**src/rtl/slice_column_sequencer_pkg.sv**
```systemverilog
// rtl/slice_column_sequencer_pkg.sv - shared constants, state encoding and pixel colour helper
// Purpose: screen geometry defaults, default slice colours, the sequencer state type
//          and the function that picks a pixel colour from its row and the wall span.
// Contents: DEF_SCREEN_W, DEF_SCREEN_H, DEF_*_COLOUR, seq_state_e, span_colour().
package slice_column_sequencer_pkg;

  localparam int DEF_SCREEN_W = 160;
  localparam int DEF_SCREEN_H = 120;

  localparam logic [2:0] DEF_CEIL_COLOUR  = 3'b001;
  localparam logic [2:0] DEF_WALL_COLOUR  = 3'b111;
  localparam logic [2:0] DEF_FLOOR_COLOUR = 3'b010;

  typedef enum logic [2:0] {
    S_IDLE  = 3'd0,
    S_REQ   = 3'd1,
    S_WAIT  = 3'd2,
    S_LATCH = 3'd3,
    S_DRAW  = 3'd4,
    S_NEXT  = 3'd5,
    S_DONE  = 3'd6
  } seq_state_e;

  // bot is exclusive, so an empty span (top == bot) yields no wall pixels.
  function automatic logic [2:0] span_colour(
    input logic [6:0] row,
    input logic [6:0] top,
    input logic [6:0] bot,
    input logic [2:0] ceil_c,
    input logic [2:0] wall_c,
    input logic [2:0] floor_c
  );
    if (row < top)      return ceil_c;
    else if (row < bot) return wall_c;
    else                return floor_c;
  endfunction

endpackage

```
**src/rtl/slice_column_sequencer_span_calc.sv**
```systemverilog
// rtl/slice_column_sequencer_span_calc.sv - clamps a slice height and centres it vertically
// Purpose: combinational wall-span geometry for one screen column.
// Ports:
//   height_i  in  7  requested wall height
//   height_o  out 7  height clamped to SCREEN_H
//   top_o     out 7  first wall row, (SCREEN_H - height) >> 1, odd remainder rounds down
//   bot_o     out 7  first row below the wall (exclusive bound)
module slice_column_sequencer_span_calc #(
  parameter int SCREEN_H = 120
) (
  input  logic [6:0] height_i,
  output logic [6:0] height_o,
  output logic [6:0] top_o,
  output logic [6:0] bot_o
);

  localparam logic [6:0] H = 7'(SCREEN_H);

  assign height_o = (height_i > H) ? H : height_i;
  assign top_o    = (H - height_o) >> 1;
  assign bot_o    = top_o + height_o;

endmodule

```
**src/rtl/slice_column_sequencer.sv**
```systemverilog
// rtl/slice_column_sequencer.sv - per-column slice request and vertical slice renderer
// Purpose: walks columns 0..NUM_COLS-1, requests a slice height from the calculator,
//          then streams one column of ceiling / wall / floor pixels to the VGA adapter.
// Ports:
//   clock, resetn        clock; asynchronous active-low reset
//   start_frame    in    pulse, starts a frame when idle
//   slice_size     in 7  calculator result, valid while end_calc is high
//   end_calc       in    calculator done (level)
//   column_count   out 8 column being calculated
//   begin_calc     out   one-cycle calculator request
//   x, y, colour   out   pixel coordinate and colour, qualified by plot
//   plot           out   pixel write enable
//   busy           out   frame in progress
//   frame_done     out   one-cycle end-of-frame pulse
//   calc_timeout   out   some column of this frame timed out waiting for end_calc
import slice_column_sequencer_pkg::*;

module slice_column_sequencer #(
  parameter int         NUM_COLS     = DEF_SCREEN_W,
  parameter int         SCREEN_H     = DEF_SCREEN_H,
  parameter int         CALC_TIMEOUT = 1023,
  parameter logic [2:0] CEIL_COLOUR  = DEF_CEIL_COLOUR,
  parameter logic [2:0] WALL_COLOUR  = DEF_WALL_COLOUR,
  parameter logic [2:0] FLOOR_COLOUR = DEF_FLOOR_COLOUR
) (
  input  logic       clock,
  input  logic       resetn,
  input  logic       start_frame,
  input  logic [6:0] slice_size,
  input  logic       end_calc,
  output logic [7:0] column_count,
  output logic       begin_calc,
  output logic [7:0] x,
  output logic [6:0] y,
  output logic [2:0] colour,
  output logic       plot,
  output logic       busy,
  output logic       frame_done,
  output logic       calc_timeout
);

  localparam int            TW          = $clog2(CALC_TIMEOUT + 1);
  localparam logic [6:0]    LAST_ROW    = 7'(SCREEN_H - 1);
  localparam logic [7:0]    LAST_COL    = 8'(NUM_COLS - 1);
  localparam logic [TW-1:0] TIMEOUT_LIM = TW'(CALC_TIMEOUT);

  seq_state_e    state_q;
  logic [7:0]    column_q;
  logic [6:0]    row_q;
  logic [6:0]    height_q;
  logic [6:0]    top_q;
  logic [6:0]    size_q;
  logic [TW-1:0] timer_q;
  logic          begin_calc_q, plot_q, busy_q, frame_done_q, timeout_q;
  logic [7:0]    x_q;
  logic [6:0]    y_q;
  logic [2:0]    colour_q;

  logic [6:0] row_d;
  logic [7:0] column_d;
  logic [6:0] bot_w;
  logic [6:0] span_in, span_height, span_top, span_bot;
  logic       calc_seen, calc_expired, draw_go;

  assign row_d    = row_q + 7'd1;
  assign column_d = column_q + 8'd1;
  assign bot_w    = top_q + height_q;

  // A timed-out column is drawn with height 0, so the span unit only sees the
  // latched size while in S_LATCH.
  assign span_in = (state_q == S_LATCH) ? size_q : 7'd0;

  slice_column_sequencer_span_calc #(
    .SCREEN_H (SCREEN_H)
  ) u_span (
    .height_i (span_in),
    .height_o (span_height),
    .top_o    (span_top),
    .bot_o    (span_bot)
  );

  // timer_q == 0 marks the first wait cycle: end_calc may still be high from the
  // previous column there, so it is not trusted until the second cycle.
  assign calc_seen    = (timer_q != '0) && end_calc;
  assign calc_expired = !calc_seen && (timer_q == TIMEOUT_LIM);
  assign draw_go      = (state_q == S_LATCH) || ((state_q == S_WAIT) && calc_expired);

  always_ff @(posedge clock or negedge resetn) begin
    if (!resetn) begin
      state_q      <= S_IDLE;
      column_q     <= '0;
      row_q        <= '0;
      height_q     <= '0;
      top_q        <= '0;
      size_q       <= '0;
      timer_q      <= '0;
      begin_calc_q <= 1'b0;
      plot_q       <= 1'b0;
      busy_q       <= 1'b0;
      frame_done_q <= 1'b0;
      timeout_q    <= 1'b0;
      x_q          <= '0;
      y_q          <= '0;
      colour_q     <= '0;
    end else begin
      begin_calc_q <= 1'b0;
      frame_done_q <= 1'b0;
      case (state_q)
        S_IDLE: begin
          if (start_frame) begin
            column_q     <= '0;
            timeout_q    <= 1'b0;
            busy_q       <= 1'b1;
            begin_calc_q <= 1'b1;
            state_q      <= S_REQ;
          end
        end
        S_REQ: begin
          timer_q <= '0;
          state_q <= S_WAIT;
        end
        S_WAIT: begin
          if (calc_seen) begin
            size_q  <= slice_size;
            state_q <= S_LATCH;
          end else if (calc_expired) begin
            timeout_q <= 1'b1;
            state_q   <= S_DRAW;
          end else begin
            timer_q <= timer_q + 1'b1;
          end
        end
        S_LATCH: begin
          state_q <= S_DRAW;
        end
        S_DRAW: begin
          if (row_q == LAST_ROW) begin
            plot_q  <= 1'b0;
            state_q <= S_NEXT;
          end else begin
            row_q    <= row_d;
            y_q      <= row_d;
            colour_q <= span_colour(row_d, top_q, bot_w, CEIL_COLOUR, WALL_COLOUR, FLOOR_COLOUR);
          end
        end
        S_NEXT: begin
          if (column_q == LAST_COL) begin
            frame_done_q <= 1'b1;
            state_q      <= S_DONE;
          end else begin
            column_q     <= column_d;
            begin_calc_q <= 1'b1;
            state_q      <= S_REQ;
          end
        end
        S_DONE: begin
          busy_q  <= 1'b0;
          state_q <= S_IDLE;
        end
        default: state_q <= S_IDLE;
      endcase

      // Entering S_DRAW: register the geometry and present row 0 so the first
      // plot cycle already carries a valid pixel.
      if (draw_go) begin
        height_q <= span_height;
        top_q    <= span_top;
        row_q    <= '0;
        plot_q   <= 1'b1;
        x_q      <= column_q;
        y_q      <= '0;
        colour_q <= span_colour(7'd0, span_top, span_bot, CEIL_COLOUR, WALL_COLOUR, FLOOR_COLOUR);
      end
    end
  end

  assign column_count = column_q;
  assign begin_calc   = begin_calc_q;
  assign x            = x_q;
  assign y            = y_q;
  assign colour       = colour_q;
  assign plot         = plot_q;
  assign busy         = busy_q;
  assign frame_done   = frame_done_q;
  assign calc_timeout = timeout_q;

endmodule

```
**config.mk**
```make
export PLATFORM = sky130hd
export DESIGN_NAME = slice_column_sequencer
export DESIGN_NICKNAME = d
export VERILOG_FILES = /design/src/rtl/slice_column_sequencer_pkg.sv /design/src/rtl/slice_column_sequencer_span_calc.sv /design/src/rtl/slice_column_sequencer.sv
export SDC_FILE = /design/constraint.sdc
export NUM_CORES = 1
export LEC_CHECK = 0
export CAP_MARGIN = 20
export CORE_MARGIN = 2
export CORE_UTILIZATION = 40
export CTS_CLUSTER_DIAMETER = 80
export DETAILED_ROUTE_END_ITERATION = 10
export MAX_ROUTING_LAYER = met4
export PLACE_DENSITY = 0.71
export REMOVE_ABC_BUFFERS = 1
export SETUP_SLACK_MARGIN = 0.5
export SYNTH_ARGS = -nofsm -noshare
export SYNTH_HDL_FRONTEND = slang
export SYNTH_SLANG_ARGS = --single-unit
```
**constraint.sdc**
```tcl
create_clock -name clock -period 3.45 [get_ports clock]
set_input_delay 0.345 -clock clock [delete_from_list [all_inputs] [get_ports clock]]
set_output_delay 0.345 -clock clock [all_outputs]
set_load 0.03 [all_outputs]
```
Word-level counts from Yosys, hierarchy flattened --
Cells that the tools add are included.
Storage, ports and cells: flip-flop bits (word level) 64, bits of input ports 11, output and inout bits 31, word-level logic and storage cells 101
Operators by class: add/sub/neg operators 6, order comparisons 5, eq/ne operators 17, muxes and demuxes 38, reductions and logical operators 21
Operators with widths (number):
- $mux W3 | 12
- $mux W7 | 5
- $mux W10 | 2
- $pmux W10 S2 | 1
- $pmux W3 S6 | 1
- $mux W8 | 2
- $pmux W8 S2 | 1
- $add A6 B7 Y7 | 2
- $ne A2 B2 Y1 const B | 7
- $reduce_bool A2 Y1 | 6
- $mux W1 | 11
- $add A10 B1 Y10 const B | 1
- $eq A10 B10 Y1 const B | 1
- $reduce_bool A10 Y1 | 1
- $eq A3 B3 Y1 const B | 3
- $reduce_and A3 Y1 | 3
- $add A8 B1 Y8 const B | 1
- $eq A8 B8 Y1 const B | 1
- $reduce_and A2 Y1 | 4
- $add A7 B1 Y7 const B | 1
- $eq A7 B7 Y1 const B | 1
- $gt A7 B7 Y1 const B | 1
- $lt A1 B7 Y1 const A | 1
- $lt A7 B6 Y1 | 1
- 12 further kinds | 17

Longest topological paths before layout --
Gate-level depths: netlist of the first run.
depth in word-level cells 10, gate-level depth with buffers 17, depth with buffers taken out 15

Modules after synthesis --
Synthesis of the first run repeated with hierarchy kept, for this count alone.
Second synthesis, totals: cell total of the unflattened synthesis 408, area, all modules 3990.1 um^2
Modules (own cells, without submodules):
- slice_column_sequencer | times used 1, cells each 345, area an instance 3574.7 um^2, seq. area each 1626.6 um^2
- slice_column_sequencer_span_calc | times used 1, cells each 63, area an instance 415.4 um^2, seq. area each 0.0 um^2

Worst setup path before layout of the first run --
OpenSTA, ideal clock, no wires.
path kind reg2reg, start point register size_q[5], end point register colour_q[0] (netlist: colour[0]), setup time 0.134 ns, arrival time 3.294 ns, data required time 3.316 ns, setup slack 0.022 ns, cell stages (with the launch flop) 18, path buffers 2, clock period less this slack 3.428 ns, cells stage by stage dfrtp_1 > buf_2 > and4_1 > nor2_1 > nand2_1 > ha_1 > buf_6 > nor2b_4 > nor2_1 > o221a_4 > inv_1 > ha_1 > and2_1 > a41oi_1 > or4_1 > o31a_1 > a211oi_1 > a2bb2oi_1
On the way: word-level cells in the longest chain between the ends 9, elaborated cells on any way between the ends 10, those cells by class 2 x add/sub; 3 x order compare; 5 x mux
Ends and longest elaborated chain:
- from (decl) | RTL line slice_column_sequencer.sv:52 | logic [6:0] size_q;
- from (signal assigned) | RTL line slice_column_sequencer.sv:124 | size_q <= slice_size;
- $mux W7 (*) | RTL line slice_column_sequencer.sv:71 | assign span_in = (state_q == S_LATCH) ? size_q : 7'd0;
- $gt A7 B7 Y1 (*) | RTL line slice_column_sequencer_span_calc.sv:19 | assign height_o = (height_i > H) ? H : height_i;
- $mux W7 (*) | RTL line slice_column_sequencer_span_calc.sv:19
- $sub A7 B7 Y7 (*) | RTL line slice_column_sequencer_span_calc.sv:20 | assign top_o = (H - height_o) >> 1;
- via span_top[3] | RTL line slice_column_sequencer.sv:62 | logic [6:0] span_in, span_height, span_top, span_bot;
- $add A6 B7 Y7 | RTL line slice_column_sequencer_span_calc.sv:21 | assign bot_o = top_o + height_o;
- $lt A1 B7 Y1 | RTL line slice_column_sequencer_pkg.sv:34 | else if (row < bot) return wall_c;
- $mux W3 | RTL line slice_column_sequencer_pkg.sv:34
- $mux W3 (*) | RTL line slice_column_sequencer_pkg.sv:33 | if (row < top) return ceil_c;
- $mux W3 (*) | RTL line slice_column_sequencer.sv:165 | if (draw_go) begin
- to (signal assigned) | RTL line slice_column_sequencer.sv:143 | colour_q <= span_colour(row_d, top_q, bot_w, CEIL_COLOUR, WALL_COLOUR, FLOOR_COLOUR);
- to (signal assigned) | RTL line slice_column_sequencer.sv:172 | colour_q <= span_colour(7'd0, span_top, span_bot, CEIL_COLOUR, WALL_COLOUR, FLOOR_COLOUR);
- to (decl) | RTL line slice_column_sequencer.sv:57 | logic [2:0] colour_q;
The timed path passes the listed nets; every way through them passes the cells marked *. A chain may end at the register's enable or synchronous reset.

Worst setup path after layout of the first run --
start point register state_q[0], end point register colour_q[0] (netlist: colour[0])
On the way: word-level cells in the longest chain between the ends 10, elaborated cells on any way between the ends 18, those cells by class 2 x add/sub; 3 x order compare; 4 x eq/ne; 5 x mux; 4 x reduce/logical
Ends and longest elaborated chain:
- from (decl) | RTL line slice_column_sequencer.sv:47 | seq_state_e state_q;
- from (signal assigned) | RTL line slice_column_sequencer.sv:90 | state_q <= S_IDLE;
- from (signal assigned) | RTL line slice_column_sequencer.sv:115 | state_q <= S_REQ;
- from (signal assigned) | RTL line slice_column_sequencer.sv:120 | state_q <= S_WAIT;
- $eq A3 B2 Y1 (*) | RTL line slice_column_sequencer.sv:71
- $mux W7 (*) | RTL line slice_column_sequencer.sv:71
- $gt A7 B7 Y1 | RTL line slice_column_sequencer_span_calc.sv:19
- $mux W7 (*) | RTL line slice_column_sequencer_span_calc.sv:19
- $sub A7 B7 Y7 (*) | RTL line slice_column_sequencer_span_calc.sv:20
- via span_top[5] | RTL line slice_column_sequencer.sv:62
- $add A6 B7 Y7 | RTL line slice_column_sequencer_span_calc.sv:21
- $lt A1 B7 Y1 | RTL line slice_column_sequencer_pkg.sv:34
- $mux W3 | RTL line slice_column_sequencer_pkg.sv:34
- $mux W3 (*) | RTL line slice_column_sequencer_pkg.sv:33
- $mux W3 (*) | RTL line slice_column_sequencer.sv:165
Marks and branches as above.

==> metrics.md, run 1 <==
| Metric | Value |
|---|---|
| Run status | completed |
| Cts hold-fix bufs | 0 |
| Die outline area | 10830 µm² |
| Insertion delay to the later sink of the worst-skew pair | 0.35 ns |
| Count of inserted antenna diode cells | 0 |
| Clock network fraction of total power | 17.0% |
| Post-synth top area cell | sky130_fd_sc_hd__dfrtp_1 |
| Fraction of layout cells with a size suffix above 1 | 21.64% |
| Count of standard-cell rows | 36 |
| Detailed-placement wirelength estimate | 7.064 mm |
| Startpoint-to-endpoint class of the critical path | reg2reg |
| Routability cong. | 0.8897 |
| Deepest clock path buffer count | 2 |
| Mux contribution to synthesized area | 2.500% |
| Post-route cell area | 5175 µm² |
| Post-Syn Area | 4004 µm² |
| Filler Cells Inserted | 898 |
| Number of vias per cell | 5.364 |
| Setup-failing EPs final | 0 |
| Setup slack after placement | -0.09428 ns |
| Total negative setup slack | 0 ns |
| Relative contribution of sequential cells to total power | 29.4% |
| Number of global-route vias before repair | 3556 |
| Max VDD drop | 0.3629 mV |
| Count of warnings emitted by yosys | 0 |
| Most common library cell in the layout ignoring fill and taps | sky130_fd_sc_hd__dfrtp_1 |
| Post-Synth Adder-Cell Area | 9.250% |
| Top cell type's share of synthesized area | 40.00% |
| CP startpoint kind | flip-flop |
| Worst relative slew slack | 39.20% |
| Required time of the critical path | 3.67 ns |
| Antenna Nets Post-Route | 0 |
| Slew Viols, Final | 0 |
| Clock tree root driver cell | sky130_fd_sc_hd__clkbuf_8 |
| Routed Wire Length | 10.05 mm |
| Avg Synthesized Cell Area | 9.355 µm² |
| Min Tclk post-route | 3.169 ns |
| Slowest stage cell, crit path | sky130_fd_sc_hd__dfrtp_1 |
| Final total power | 0.003943 W |
| Initial antenna violation count | 0 |
| Input/output buffers | 41 |
| Synthesis-to-finish area growth | 29.25% |
| DIE WIDTH | 104.0 µm |
| Simple-gate share of the synthesized area | 22.22% |
| Core Footprint | 9729 µm² |
| HP Class | in2async |
| Inserted Clock Buffers | 9 |
| CTS sink cnt | 64 |
| Number of detailed-routing iterations run before antenna repair | 4 |
| Static Leak | 2.381 nW |
| Unrepaired setup endpoints after global routing | true |
| Pin slew with the least headroom to its limit | 0.9119 ns |
| Final setup skew | 0.01056 ns |
| DRC violations left | 0 |
| Tot GR Track Use | 19.87% |
| Via count | 3465 |
| Kind of cell adding the most delay to the critical path | simple AND/OR/NAND/NOR gates |
| MaxCap Viol Count | 0 |
| Worst Hold Margin | 0.1221 ns |
| Async set-or-reset flop fraction in the synthesized netlist | 100.0% |
| Overall die height | 104.0 µm |
| Dominant combinational cell family by area after synthesis | simple AND/OR/NAND/NOR gates |
| Critical Path AT | 3.39 ns |
| Post-CTS clock slew at the launch and capture registers of the worst setup and hold paths | 0.08 ns |
| Number of enable-type register cells in the synthesized netlist | 0 |
| Post-synthesis compound-gate area fraction | 13.56% |
| Area share of xor/xnor cells in the synthesized design | 7.656% |
| Level count of the clock H-tree | 3 |
| Number of cells produced by synthesis | 428 |
| Highest attainable clock frequency | 315.6 MHz |
| CTS tree | built |
| Initial drt markers | 236 |
| Final hold violation count | 0 |
| Layout Nets | 548 |
| CP Buf/Inv Count | 1 |
| Internal portion of total power | 0.002284 W |
| Worst path setup slack after routing | 0.2815 ns |
| Worst setup EP type | flip-flop |
| Worst-path cell chain | buf_6 -> nand3b_4 -> nor2_4 -> nand2_2 -> ha_4 -> nor2b_4 -> nor3b_2 -> o221ai_2 -> ha_4 -> nor2_2 -> xor2_1 -> or3_1 -> o31a_1 -> a211oi_2 -> a2bb2oi_1 |
| Detailed-route wire length per cell | 15.55 µm |
| Flip-flop cell with the highest count after synthesis | sky130_fd_sc_hd__dfrtp_1 |
| Post-DP Area | 4623 µm² |
| Highest-count cells in the layout ignoring fill and taps | sky130_fd_sc_hd__dfrtp_1, sky130_fd_sc_hd__nand2_1, sky130_fd_sc_hd__buf_4 |
| Sw Pwr | 0.001659 W |
| Critical path peak fanout | 3 |
| Wire length of the first global-routing pass | 17.07 mm |
| Fraction of the yosys area taken by sequential cells | 40.00% |
| Switching power share of the total | 42.08% |
| Number of top-level pins | 42 |
| Period utilization | 91.84% |
| Starting utilization of the core area | 41.15% |
| Power per cell area | 762.0 nW/µm² |
| Number of distinct library cells after synthesis | 64 |
| Number of synthesized register bits | 64 |
| Share of total power in combinational logic | 53.6% |
| Global-route congestion overflow total | 0 |
| Cell repeated most along the worst path | sky130_fd_sc_hd__ha_4 |
| Maximum cell stage delay along the critical path | 0.38 ns |
| Pin count of the biggest net entering global routing | 41 |
| Main area contributors after synthesis | sky130_fd_sc_hd__dfrtp_1, sky130_fd_sc_hd__ha_1, sky130_fd_sc_hd__nand2_1 |
cell type report:
cell class	instances	area, µm²	area share (%)
Multi-Input combinational cell	321	2344	45.29
Sequential cell	64	1602	30.95
Timing Repair Buffer	90	777.0	15.01
Tap cell	133	166.4	3.216
Clock buffer	10	137.6	2.660
Inverter	22	82.58	1.596
Clock inverter	6	66.31	1.281
routing by layer:
layer	share of wire (%)	global-route usage, %	up-vias
li1	-	-	1669
met1	45	24.77	1676
met2	49	31.91	84
met3	3.2	3.446	36
met4	2.8	8.591	0
met5	0	-	-
per-stage QoR:
step,instances,utilization [%]
final,646,53.19
after CTS,644,52.74
after global placement,602,47.52
after detailed placement,602,47.52
after floorplan,407,-
after global routing,646,53.19
cell usage after synthesis (all sizes together) (2+ instances only):
master	n
nor4	5
a211oi	3
or4	3
a2111oi	2
inv	22
nor3b	2
a41oi	2
xnor2	11
clkbuf	12
dfrtp	64
nand4	10
a21boi	5
and3	7
and2	5
o21bai	2
a21oi	16
nand3b	4
or3	5
nor2	43
o21ba	2
nand4b	3
buf	9
a31oi	5
nand2	59
o21ai	9
o21a	3
nand3	9
o31ai	4
ha	28
xor2	24
nor3	6
and4	4
o211ai	6
a21o	6
mux2	8
flip-flops by register name, summed over array words and instances (netlist names), 3 cells and up:
name          cells
height_q          7
state_q           3
y                 7
colour            3
x                 8
size_q            7
top_q             6
column_count      8
timer_q          10
what timing repair did:
action,in CTS,in global routing
gates resized for setup,21,8
setup endpoints to repair,2,2
endpoints found under the hold margin,0,0
pin swaps,22,4
buffers inserted,26,2
cell families (layout without fill, tap and decap cells):
kind of cell | count (synthesis) | in the layout
compound gates | 75 | 75
xor+xnor | 35 | 35
fa+ha+maj | 29 | 29
buf+inv | 43 | 128
flops | 64 | 64
mux | 9 | 9
simple gates | 173 | 173
power groups by stage:
stage	clock [W]	sequential [W]	combinational, W
finish	0.000669	0.00116	0.00211
global route	0.000710	0.00120	0.00233
CTS	0.000681	0.00116	0.00206
detailed placement	0	0.00118	0.00182
global placement	0	0.00117	0.00178
floorplan	0	0.00136	0.000969
worst paths after layout:
check	startpoint	endpoint	slack (ns)	cells after the start
max reg2reg	state_q[0]	colour[0]	0.28	15
max in group asynchronous	resetn	size_q[4]	2.45	2
min in group clock	x[4]	x[4]	0.47	2
min	resetn	column_count[3]	0.12	1
min reg2reg	x[4]	x[4]	0.47	2
max	state_q[0]	colour[0]	0.28	15
Power figures use the tool's default switching activity.
==> run 2, diff against run 1 <==
- CORE_ASPECT_RATIO: default -> 0.9
- CORE_UTILIZATION: 40 -> 52
- PLACE_DENSITY: 0.71 -> 0.86
==> run 2 against run 1 <==
Effect of this change:
- total power fell by 0.40%
- routed wire length is 5.4% higher
- clock-buffer cell count is 3 higher
- first-iteration DRC count fell by 16%
- final area is 0.39% lower
- maximum frequency decreased by 1.5%
- critical path depth decreased by 2
- non-clock buffer count up 1
==> metrics.md, run 2 (same netlist as run 1, synthesis figures left out) <==
| Metric | Value |
|---|---|
| Worst-path cell chain | buf_4 -> and3b_2 -> and2_4 -> ha_4 -> a21oi_2 -> a31oi_1 -> a21o_1 -> ha_4 -> nand4_1 -> or4_1 -> o31a_1 -> a211oi_4 -> a2111oi_4 |
| Filler Cells Inserted | 521 (-42%) |
| Post-DP Area | 4569 µm² (-1.2%) |
| Number of top-level pins | 42 (unchanged) |
| Worst path setup slack after routing | 0.2327 ns (-0.04880 ns) |
| Highest attainable clock frequency | 310.8 MHz (-1.5%) |
| Layout Nets | 549 (+0.18%) |
| Routed Wire Length | 10.59 mm (+5.4%) |
| Via count | 3563 (+2.8%) |
| Pin count of the biggest net entering global routing | 40 (-2.4%) |
| Worst relative slew slack | 28.75% (-10 points) |
| Most common library cell in the layout ignoring fill and taps | sky130_fd_sc_hd__dfrtp_1 |
| Core Footprint | 7507 µm² (-23%) |
| Final hold violation count | 0 (unchanged) |
| Static Leak | 2.374 nW (-0.32%) |
| Worst setup EP type | flip-flop |
| Cell repeated most along the worst path | sky130_fd_sc_hd__ha_4 |
| Maximum cell stage delay along the critical path | 0.51 ns (+0.13 ns) |
| Register containing the most flip-flops in the final layout | timer_q |
| Insertion delay to the later sink of the worst-skew pair | 0.34 ns (about the same) |
| Highest-count cells in the layout ignoring fill and taps | sky130_fd_sc_hd__dfrtp_1, sky130_fd_sc_hd__nand2_1, sky130_fd_sc_hd__buf_4 |
| Routability cong. | 0.9221 (+3.6%) |
| MaxCap Viol Count | 0 (unchanged) |
| Overall die height | 87.25 µm (-16%) |
| HP Class | in2async |
| Run status | completed |
| Detailed-placement wirelength estimate | 7.097 mm (+0.46%) |
| Antenna Nets Post-Route | 0 (unchanged) |
| Count of inserted antenna diode cells | 0 (unchanged) |
| Number of flip-flops in the largest register | 10 (unchanged) |
| Level count of the clock H-tree | 3 (unchanged) |
| Max VDD drop | 0.3967 mV (+9.3%) |
| Total negative setup slack | 0 ns (unchanged) |
| Starting utilization of the core area | 53.33% (+12 points) |
| Power per cell area | 761.9 nW/µm² (about the same) |
| CP startpoint kind | flip-flop |
| Initial drt markers | 199 (-16%) |
| Die outline area | 8419 µm² (-22%) |
| Post-CTS clock slew at the launch and capture registers of the worst setup and hold paths | 0.07 ns (about the same) |
| Unrepaired setup endpoints after global routing | true |
| DRC violations left | 0 (unchanged) |
| Setup-failing EPs final | 0 (unchanged) |
| Critical path peak fanout | 10 (+7) |
| Fraction of layout cells with a size suffix above 1 | 21.98% (+0.35 points) |
| Cts hold-fix bufs | 0 (unchanged) |
| Deepest clock path buffer count | 2 (unchanged) |
| Inserted Clock Buffers | 9 (unchanged) |
| Period utilization | 93.26% (+1.4 points) |
| Final setup skew | 0.007724 ns (-0.002840 ns) |
| Number of global-route vias before repair | 3474 (-2.3%) |
| Wire length of the first global-routing pass | 16.52 mm (-3.2%) |
| Slowest stage cell, crit path | sky130_fd_sc_hd__or4_1 |
| Tot GR Track Use | 26.73% (+6.9 points) |
| Critical Path AT | 3.40 ns (about the same) |
| Pin slew with the least headroom to its limit | 1.061 ns (+0.1486 ns) |
| Number of vias per cell | 5.841 (+8.9%) |
| Initial antenna violation count | 0 (unchanged) |
| Synthesis-to-finish area growth | 28.75% |
| Min Tclk post-route | 3.217 ns (+0.04880 ns) |
| Startpoint-to-endpoint class of the critical path | reg2reg |
| Slew Viols, Final | 0 (unchanged) |
| Count of standard-cell rows | 30 (-17%) |
| Global-route congestion overflow total | 0 (unchanged) |
| DIE WIDTH | 96.50 µm (-7.3%) |
| CP Buf/Inv Count | 1 (unchanged) |
| Post-route cell area | 5155 µm² (-0.39%) |
| CTS tree | built |
| Required time of the critical path | 3.63 ns (-0.04 ns) |
| CTS sink cnt | 64 (unchanged) |
| R2r setup slk | 0.23 ns (-0.05 ns) |
| Worst Hold Margin | 0.1104 ns (-0.01178 ns) |
| Setup slack after placement | -0.08366 ns (+0.01062 ns) |
| Detailed-route wire length per cell | 17.36 µm (+12%) |
| Input/output buffers | 41 (unchanged) |
| Kind of cell adding the most delay to the critical path | simple AND/OR/NAND/NOR gates |
| Clock tree root driver cell | sky130_fd_sc_hd__clkbuf_8 |
| Number of detailed-routing iterations run before antenna repair | 4 (unchanged) |
-- run 2: metal layers --
| layer | wire, µm | GRT usage, % |
|---|---|---|
| met1 | 4437 | 32.18 |
| met2 | 5416 | 43.75 |
| met3 | 448 | 5.541 |
| met4 | 289 | 11.01 |
| met5 | 0 | - |
-- run 2: stage by stage --
stage,util (%),total power (W),cells
finish,68.67,0.003928,610
global route,68.67,0.004181,610
CTS,66.78,0.003781,604
detailed placement,60.87,0.003004,564
global placement,60.87,0.002907,564
floorplan,-,0.002333,407
-- run 2: path summary, 6_finish.rpt --
check | cells past startpoint | startpoint | end
worst min-delay path | 1 | resetn | y[4]
worst max-delay path | 13 | state_q[1] | colour[2]
min in group clock | 2 | x[2] | x[2]
worst max register to register | 13 | state_q[1] | colour[2]
worst min register to register | 2 | x[2] | x[2]
max in group asynchronous | 2 | resetn | size_q[0]
-- run 2: layout make-up --
cell class	instances	area, µm²	area share, %
inverters	22	82.58	1.602
clock buffers	13	148.9	2.888
flip-flops and latches	64	1602	31.07
clock inverters	3	17.52	0.3398
multi-input cells	321	2400	46.55
well taps	96	120.1	2.330
repair buffers	91	784.5	15.22
-- run 2: where the power goes --
group          internal, W  switching, W  leakage, nW  total [W]
logic             0.000986       0.00121         1.46    0.00220
clock network     0.000279      0.000280       0.0834   0.000558
registers         0.000968      0.000202        0.826    0.00117
total              0.00223       0.00170         2.37    0.00393
-- run 2: repair_timing --
item,4_1_cts,5_1_grt
setup endpoints to repair,2,2
setup buffers,24,6
resized for setup,19,18
pin swaps,27,20
